`src/rtl/updown_mod_counter.sv`:
```
// Modulo-MODULUS up/down counter with synchronous clamped load, combinational
// terminal-count flag and a registered one-cycle wrap pulse.
module updown_mod_counter #(
    parameter int WIDTH   = 4,
    parameter int MODULUS = 16
) (
    input  logic             clk,
    input  logic             reset,
    input  logic             en,
    input  logic             up,
    input  logic             load,
    input  logic [WIDTH-1:0] load_val,
    output logic [WIDTH-1:0] q,
    output logic             tc,
    output logic             wrap
);

    generate
        if (WIDTH < 2 || WIDTH > 16 || MODULUS < 2 || MODULUS > (1 << WIDTH)) begin : g_bad_param
            $error("updown_mod_counter: WIDTH/MODULUS out of legal range");
        end
    endgenerate

    // MODULUS may equal 2^WIDTH, so the load clamp compares one bit wider.
    localparam logic [WIDTH:0]   MOD_EXT = (WIDTH+1)'(MODULUS);
    localparam logic [WIDTH-1:0] MAX_VAL = WIDTH'(MODULUS - 1);
    localparam logic [WIDTH-1:0] ONE     = WIDTH'(1);

    logic [WIDTH-1:0] count_q, count_d;
    logic             wrap_q,  wrap_d;

    always_comb begin
        tc = 1'b0;
        if (en && !load) begin
            tc = up ? (count_q == MAX_VAL) : (count_q == '0);
        end
    end

    always_comb begin
        count_d = count_q;
        wrap_d  = tc;
        if (load) begin
            count_d = ({1'b0, load_val} < MOD_EXT) ? load_val : MAX_VAL;
        end else if (en) begin
            if (up) begin
                count_d = (count_q == MAX_VAL) ? '0 : count_q + ONE;
            end else begin
                count_d = (count_q == '0) ? MAX_VAL : count_q - ONE;
            end
        end
    end

    always_ff @(posedge clk) begin
        if (reset) begin
            count_q <= '0;
            wrap_q  <= 1'b0;
        end else begin
            count_q <= count_d;
            wrap_q  <= wrap_d;
        end
    end

    assign q    = count_q;
    assign wrap = wrap_q;

endmodule

```
`config.mk`:
```
export PLATFORM = sky130hd
export DESIGN_NAME = updown_mod_counter
export DESIGN_NICKNAME = d
export VERILOG_FILES = /design/src/rtl/updown_mod_counter.sv
export SDC_FILE = /design/constraint.sdc
export NUM_CORES = 1
export LEC_CHECK = 0
export ABC_AREA = 1
export BUFFER_PORTS_ARGS = -buffer_cell sky130_fd_sc_hd__buf_2
export CORE_AREA = 5 5 42 44
export CTS_CLUSTER_SIZE = 30
export DETAILED_ROUTE_END_ITERATION = 10
export DIE_AREA = 0 0 47 49
export SKIP_LAST_GASP = 1
export SYNTH_ARGS = -nofsm -noshare
export SYNTH_HDL_FRONTEND = slang
export SYNTH_SLANG_ARGS = --single-unit
```
`constraint.sdc`:
```
create_clock -name clk -period 2.7 [get_ports clk]
set_input_delay 0.54 -clock clk [delete_from_list [all_inputs] [get_ports clk]]
set_output_delay 0.54 -clock clk [all_outputs]
set_load 0.03 [all_outputs]
```
# After elaboration in Yosys (flattened, before gate mapping)
# Index checks and enable logic that the tools add are counted.
[totals]
register_bits = 5
input_bits = 9
output_inout_bits = 6
wordCells = 16
[classes]
addsub = 2
eq_ne = 1
mux = 7
reduce_logical = 4
[ops]
columns = ["cell", "count"]
rows = [
  ["$mux W4", 5],
  ["$add A4 B1 Y4 const B", 1],
  ["$eq A4 B4 Y1 const B", 1],
  ["$logic_not A4 Y1", 1],
  ["$sub A4 B1 Y4 const B", 1],
  ["$mux W1", 2],
  ["$reduce_bool A2 Y1", 1],
  ["$logic_and A1 B1 Y1", 1],
  ["$logic_not A1 Y1", 1],
]

# Depth between registers and ports, before layout
# Gate-level depths: netlist of run 1.
[logic_depth]
word_depth = 5
depth_mapped = 8
depth_no_buf = 8

# Least setup slack after synthesis of run 1
# OpenSTA, ideal clock, no wires.
[synth_timing]
path_kind = "flip-flop to output port"
from = "register count_q[1] (netlist: q[1])"
to = "output tc"
arrival_ps = 1565
t_required_ps = 2160
path_slack_ps = 595
path_stages_with_launch = 4
path_buffers = 0
path_cell_list = "dfxtp_1 -> ha_1 -> nand4_1 -> a21oi_1"
[synth_via]
elab_chain_cells = 3
word_cells_on_any_way = 4
cone_classes = "1 x eq/ne; 2 x mux; 1 x reduce/logical"
[synth_rtl]
columns = ["element", "line", "source"]
rows = [
  ["start, declared", "29", "logic [WIDTH-1:0] count_q, count_d;"],
  ["start signal, assigned", "58", "count_q <= count_d;"],
  ["$eq A4 B4 Y1 / $logic_not A4 Y1 (equally long branches)", "35", "tc = up ? (count_q == MAX_VAL) : (count_q == '0);"],
  ["$mux W1 *", "35", ""],
  ["$mux W1 *", "34", "if (en && !load) begin"],
  ["end, declared", "14", "output logic tc,"],
]
# Mark *: on every way between the ends. The rest lies on a longest branch, timed or not.

# Final worst setup path of run 1
# Ends and elaborated chain as after synthesis.

==> metrics.md, run 1 <==
| Metric | Value |
|---|---|
| Sw Share | 34.9% |
| Filler cells | 169 |
| DR vias | 432 |
| Net Sw Power | 0.0862 mW |
| Via density | 4.70 |
| Initial Util | 27.1% |
| Final WL | 925 microns |
| Leak | 0.249 nW |
| Area growth, synth to finish | 27.7% |
| Net Count, Synth | 70 |
| Postcts setup bufs | 0 |
| Synth top area share | 26.4% |
| Clk Latency, worst-skew pair | 0.25 ns |
| Worst-Margin Slew | 0.383 ns |
| Slack of the critical path | 0.641 ns |
| Clock power share | 37.5% |
| Mean Syn Cell Area | 6.43 sq um |
| Register bit count reported by yosys | 5 |
| DRT iter0 DRCs | 7 |
| Reg clk slew, reported paths | 0.05 ns |
| Pre-CTS WS | 0.862 ns |
| Post-synth top cells | nand2_1 (21), inv_1 (8), nand3_1 (6) |
| Chip height | 49 microns |
| Die Span X | 47 microns |
| Max-slew headroom | 74.4% |
| Leading area contributor after synthesis | dfxtp_1 |
| Worst Setup SP | q[1] |
| Worst EP required | 2.16 ns |
| Crit path arrival time | 1.52 ns |
| CP peak stage delay | 0.48 ns |
| Initial antenna violation count | 0 |
| CP Capture Type | output pin |
| Worst setup SP type | register |
| Tightest Hold Check Type | in -> reg |
| Post-synth cell types | 15 |
| Diode count | 0 |
| CP Max Fanout | 7 |
| PD cells | 510 mW/mm^2 |
| Resized cells post-CTS | 0 |
| Synth Instances | 59 |
| Netlist area before placement | 379 sq um |
| Worst path cell trace | ha_1, nand4_1, a21oi_1, buf_2 |
| DRT Pass-1 Iters | 5 |
| Dpl hpwl | 771 microns |
| Fin area | 484 sq um |
| Max_cap viols | 0 |
| Clk sinks | 5 |
| CTS root buf | clkbuf_4 |
| Die area | 0.00230 sq mm |
| Min Tclk post-route | 2.06 ns |
| Remaining DRCs | 0 |
| Final Skew | 0.00714 ns |
| Number of CTS-inserted buffers | 3 |
| Main flop type after synthesis | dfxtp_1 |
| CP Class | reg -> out |
| Comb power frac | 26.0% |
| Max Root-Sink Buffers | 2 |
| Number of synthesized flops with an enable pin | 0 |
| Gr ovfl total | 0 |
| Max stage delay cell, worst path | dfxtp_1 |
| Fin. Hold Viols | 0 |
| Total power | 0.247 mW |
| Wire length of the first global-routing pass | 1540 microns |
| Pin count of the biggest net entering global routing | 10 |
| Global Route Usage Sum | 9.65% |
| Count of hold-fix buffers inserted at cts | 0 |
| Post-route ant nets | 0 |
| H-tree levels | 1 |
| Hold Path Origin | reset |
| CTS tree | built |
| Routed WL per cell | 10.1 microns |
| Top post-synthesis cells by area | dfxtp_1 (26%), nand2_1 (21%), nand3_1 (7.9%), inv_1 (7.9%), ha_1 (6.6%) |
| Area of the core | 0.00140 sq mm |
| Vias in the first global route | 359 |
| Sequential area share after synthesis | 26.4% |
| RSZ-0062 raised after global routing | false |
| Int Pwr | 0.161 mW |
| Async SR Flop Fraction | 0% |
| Top-count cell post-synth | nand2_1 |
| Status | finished, final reports clean |
| Final setup fails | 0 |
| Final Max Tran Viols | 0 |
| Setup TNS Final | 0 ns |
| Nets@finish | 88 |
| Seq pwr share | 36.5% |
| Cell Rows | 14 |
| Placed cell areas | 458 sq um |
| Reg-to-Reg Start | q[0] |
| Final Cycle Share | 76.3% |
| Worst vdd ir | 121 uV |
| # port buffers | 14 |
| Number of I/O pins | 15 |
| Share of cells above drive strength 1 | 25.0% |
| Ys Warns | 0 |
| Routability cong. | 0.757 |
| Max Fclk | 0.486 GHz |
-- through the flow --
| step | hold slack [ns] | std cells | utilization, % |
|---|---|---|---|
| floorplan | 0.602 | 59 | - |
| global placement | 0.566 | 88 | 32.7 |
| detailed placement | 0.565 | 88 | 32.7 |
| CTS | 0.507 | 92 | 34.6 |
| global route | 0.506 | 92 | 34.6 |
| finish | 0.510 | 92 | 34.6 |
-- registers in the layout, summed over array words and instances, names as in the netlist --
register and count:
q 4, wrap 1
-- layout make-up --
cell class	count	area, sq um	area share [%]
clock buffers	4	26.3	5.43
inverters	8	30.0	6.20
multi-input cells	45	238	49.1
flip-flops and latches	5	100	20.7
well taps	16	20.0	4.13
repair buffers	14	70.1	14.5
-- layout by cell type (no fill, tap or decap) --
master / Yosys / routed
clkbuf_4: 0 / 3
a31oi_1: 3 / 3
nand4_1: 3 / 3
a21oi_1: 2 / 2
nor2_4: 1 / 1
inv_1: 8 / 8
nand3_1: 6 / 6
xor2_1: 1 / 1
buf_2: 0 / 14
clkbuf_1: 0 / 1
nor2_1: 3 / 3
dfxtp_1: 5 / 5
nand2_1: 21 / 21
a211oi_1: 1 / 1
ha_1: 2 / 2
xnor2_1: 1 / 1
a21oi_2: 1 / 1
-- kinds of logic after synthesis --
family / Yosys count / share of synthesized area (%)
AO/OA/AOI/OAI: 7 / 11.9
AND/OR/NAND/NOR: 34 / 39.6
XOR/XNOR: 2 / 4.62
adder cells (fa/ha/maj): 2 / 6.60
buffers and inverters: 9 / 10.9
flip-flops: 5 / 26.4
-- critical path: cells and delay by family, from the launching register on --
| kind | cells | cell delay, ns |
|---|---|---|
| AND/OR/NAND/NOR | 1 | 0.15 |
| adder cells (fa/ha/maj) | 1 | 0.25 |
| flip-flops | 1 | 0.48 |
| buffers and inverters | 1 | 0.21 |
| AO/OA/AOI/OAI | 1 | 0.18 |
-- final timing paths --
kind	endpoint	slack (ns)	cells after the start
worst max register to register	q[3]	1.35	8
worst min register to register	q[0]	0.57	2
worst max-delay path	tc	0.64	4
worst min-delay path	q[3]	0.51	2
-- power groups by stage --
| stage | Clock, mW | Sequential [mW] | Combinational, mW |
|---|---|---|---|
| floorplan | 0 | 0.0974 | 0.0392 |
| global placement | 0 | 0.0912 | 0.0652 |
| detailed placement | 0 | 0.0915 | 0.0649 |
| CTS | 0.0962 | 0.0899 | 0.0652 |
| global route | 0.103 | 0.0916 | 0.0722 |
| finish | 0.0924 | 0.0901 | 0.0643 |
-- metal layers --
layer / wire [microns] / track usage, % / up-vias
li1: - / - / 225
met1: 377 / 11.2 / 190
met2: 470 / 13.3 / 14
met3: 48 / 2.21 / 3
met4: 29 / 9.68 / 0
met5: 0 / 0 / -
Note: power is estimated with default switching activity, not from simulation.
==> run 2, diff against run 1 <==
ABC_AREA = 0   (was 1)
clock period = 2.1 ns   (was 2.7 ns; I/O delays follow)
==> run 2 against run 1 <==
Effect of this change:
- first-iteration DRC count decreased by 86%
- non-clock buffer count is 1 higher
- register-to-register slack worse by 0.81 ns
- clock power rose by 20%
- sequential share of layout area decreased by 0.076 points
- worst hold slack lost 0.12 ns
- wire length decreased by 1.3%
- synthesized cell count shrank 22%
==> metrics.md, run 2 <==
| Metric | Value |
|---|---|
| Status | finished, final reports clean |
| Gr ovfl total | 0 (unchanged) |
| Total power | 0.316 mW (+28%) |
| Final hold slack | 0.391 ns (-0.119 ns) |
| # port buffers | 14 (unchanged) |
| Post-synth top cells | a21oi_1 (7), dfxtp_1 (5), inv_1 (4), nand2_1 (4) |
| Initial Util | 25.3% (-1.8 points) |
| Max_cap viols | 0 (unchanged) |
| Leading area contributor after synthesis | dfxtp_1 |
| Final Max Tran Viols | 0 (unchanged) |
| H-tree levels | 1 (unchanged) |
| CP peak stage delay | 0.39 ns (-0.09 ns) |
| Die area | 0.00230 sq mm (unchanged) |
| Reg clk slew, reported paths | 0.04 ns (about the same) |
| Worst-Margin Slew | 0.288 ns (-0.0946 ns) |
| Placed cell areas | 450 sq um (-1.6%) |
| Hold Crit Depth | 2 (unchanged) |
| Worst vdd ir | 347 uV (+190%) |
| Routability cong. | 0.749 (-1.1%) |
| Number of synthesized flops with an enable pin | 0 (unchanged) |
| CTS root buf | clkbuf_4 |
| Slack of the critical path | 0.0617 ns (-0.579 ns) |
| Main flop type after synthesis | dfxtp_1 |
| Dpl hpwl | 675 microns (-13%) |
| Mean Syn Cell Area | 7.70 sq um (+20%) |
| Max-slew headroom | 80.8% (+6.3 points) |
| Async SR Flop Fraction | 0% (unchanged) |
| Clk Latency, worst-skew pair | 0.24 ns (about the same) |
| Post-route insts no fill | 80 (-13%) |
| CP Class | reg -> out |
| Hold Path End | q[1] |
| Min Tclk post-route | 2.04 ns |
| Global Route Usage Sum | 8.66% (-0.99 points) |
| Number of I/O pins | 15 (unchanged) |
| Clk sinks | 5 (unchanged) |
| Leak | 0.228 nW (-8.6%) |
| Buffers plus inverters on the worst setup path | 2 (+1) |
| Final WL | 913 microns (-1.3%) |
| Nets@finish | 76 (-14%) |
| Fin area | 504 sq um (+4.1%) |
| Max Fclk | 0.491 GHz |
| Worst path cell trace | inv_1, ha_4, or3b_4, nor2_2, a21oi_1, nor2_2, buf_6 |
| Via density | 4.86 (+3.6%) |
| Tightest Hold Check Type | in -> reg |
| Ys Warns | 0 (unchanged) |
| Synth Instances | 46 (-22%) |
| Top post-synthesis cells by area | dfxtp_1 (28%), a21oi_1 (9.9%), ha_1 (7.1%), xnor2_1 (4.9%), o21ai_0 (4.2%) |
| Placed insts | 76 (-14%) |
| Worst EP required | 1.68 ns (-0.48 ns) |
| Post-synth cell types | 24 (+9) |
| Max reg flops | 4 (unchanged) |
| Max Root-Sink Buffers | 2 (unchanged) |
| Reg2reg end | q[3] |
| Register-to-Register Path Depth | 4 (-4) |
| Worst setup SP type | register |
| Chip height | 49 microns (unchanged) |
| Area growth, synth to finish | 42.4% |
| CP Max Fanout | 3 (-4) |
| PD cells | 626 mW/mm^2 (+23%) |
| Wire length of the first global-routing pass | 1410 microns (-8.1%) |
| Diode count | 0 (unchanged) |
| Synth top area share | 28.3% (+1.9 points) |
| Post-route ant nets | 0 (unchanged) |
| Routed WL per cell | 11.4 microns (+14%) |
| DRT Pass-1 Iters | 4 (-1) |
| Max stage delay cell, worst path | or3b_4 |
| CP Capture Type | output pin |
| Fin. Hold Viols | 0 (unchanged) |
| DRT iter0 DRCs | 1 (-6) |
| Most common cell after layout, fill and taps aside | buf_2 |
| Sequential area share after synthesis | 28.3% (+1.9 points) |
| Pre-CTS WS | 0.177 ns (-0.685 ns) |
| Final setup fails | 0 (unchanged) |
| Vias in the first global route | 351 (-2.2%) |
| Hold Path Origin | reset |
| Register bit count reported by yosys | 5 (unchanged) |
| Number of CTS-inserted buffers | 3 (unchanged) |
| Top-count cell post-synth | a21oi_1 |
| Area of the core | 0.00140 sq mm (unchanged) |
| Reg-to-Reg Start | q[2] |
| Die Span X | 47 microns (unchanged) |
| Initial antenna violation count | 0 (unchanged) |
| Pin count of the biggest net entering global routing | 10 (unchanged) |
| Reg2reg setup slack | 0.54 ns (-0.81 ns) |
| Count of hold-fix buffers inserted at cts | 0 (unchanged) |
| Cell Rows | 14 (unchanged) |
| CTS tree | built |
| Most frequent cells in the layout | buf_2 (13), a21oi_1 (7), inv_1 (4), nand2_1 (4), dfxtp_1 (4) |
| Final Cycle Share | 97.1% |
| Net Count, Synth | 57 (-19%) |
| Crit-path leading delay family | simple AND/OR/NAND/NOR gates |
| Netlist area before placement | 354 sq um (-6.6%) |
| Most Frequent Cell on Critical Path | nor2_2 |
| Remaining DRCs | 0 (unchanged) |
| Crit path arrival time | 1.62 ns (+0.10 ns) |
| Share of cells above drive strength 1 | 40.6% (+16 points) |
| DR vias | 389 (-10%) |
| Final Skew | 0.00140 ns (-0.00574 ns) |
[run 2: cell families (layout without fill, tap and decap cells)]
| group | Yosys count | after routing | synth area share (%) |
|---|---|---|---|
| xor gates and xnor gates | 2 | 2 | 4.95 |
| muxes | 2 | 2 | 6.01 |
| adders and majority gates | 2 | 2 | 7.07 |
| and+or+nand+nor | 14 | 14 | 21.2 |
| buffers and inverters | 6 | 24 | 6.36 |
| AOI/OAI and AO/OA | 15 | 15 | 26.1 |
| DFF | 5 | 5 | 28.3 |
[run 2: how the worst max path moves through the flow]
stage | from | end | slack [ns] | cells after the start
2_1_floorplan | q[0] | tc | 0.06 | 6
3_3_place_gp | q[1] | tc | 0.20 | 7
3_5_place_dp | q[1] | tc | 0.18 | 7
4_1_cts | q[1] | tc | 0.04 | 7
5_1_grt | q[0] | tc | -0.02 | 7
6_report | q[0] | tc | 0.06 | 7
[run 2: final cells by class]
| cell class | instances | area, sq um |
|---|---|---|
| Clock buffer | 4 | 26.3 |
| Fill cell | 168 | 897 |
| Inverter | 5 | 18.8 |
| Multi-Input combinational cell | 35 | 251 |
| Sequential cell | 5 | 104 |
| Tap cell | 16 | 20.0 |
| Timing Repair Buffer | 15 | 83.8 |
[run 2: routing by layer]
metal | up-vias | GRT usage, % | part of all wire, %
met5 | - | 0 | 0
met4 | 0 | 8.29 | 3.2
met3 | 3 | 1.85 | 5.3
met2 | 12 | 12.7 | 51
met1 | 174 | 9.65 | 41
li1 | 200 | - | -
[run 2: power breakdown]
part           switching [mW]  total (mW)  internal (mW)  leakage [nW]
clock network          0.0388       0.111         0.0718        0.0150
logic                  0.0499      0.0933         0.0433         0.171
registers              0.0101       0.112          0.102        0.0419
[run 2: what timing repair did]
action,CTS,global route
pin swaps,1,1
cloned,0,0
setup endpoints to repair,1,1
buffers inserted,0,0
gates resized for setup,4,4
[run 2: per-stage QoR]
step | utilization (%) | setup TNS [ns]
6_report | 36.0 | 0
3_5_place_dp | 32.1 | 0
5_1_grt | 36.0 | -0.0185
4_1_cts | 34.7 | 0
2_1_floorplan | - | 0
3_3_place_gp | 32.1 | 0
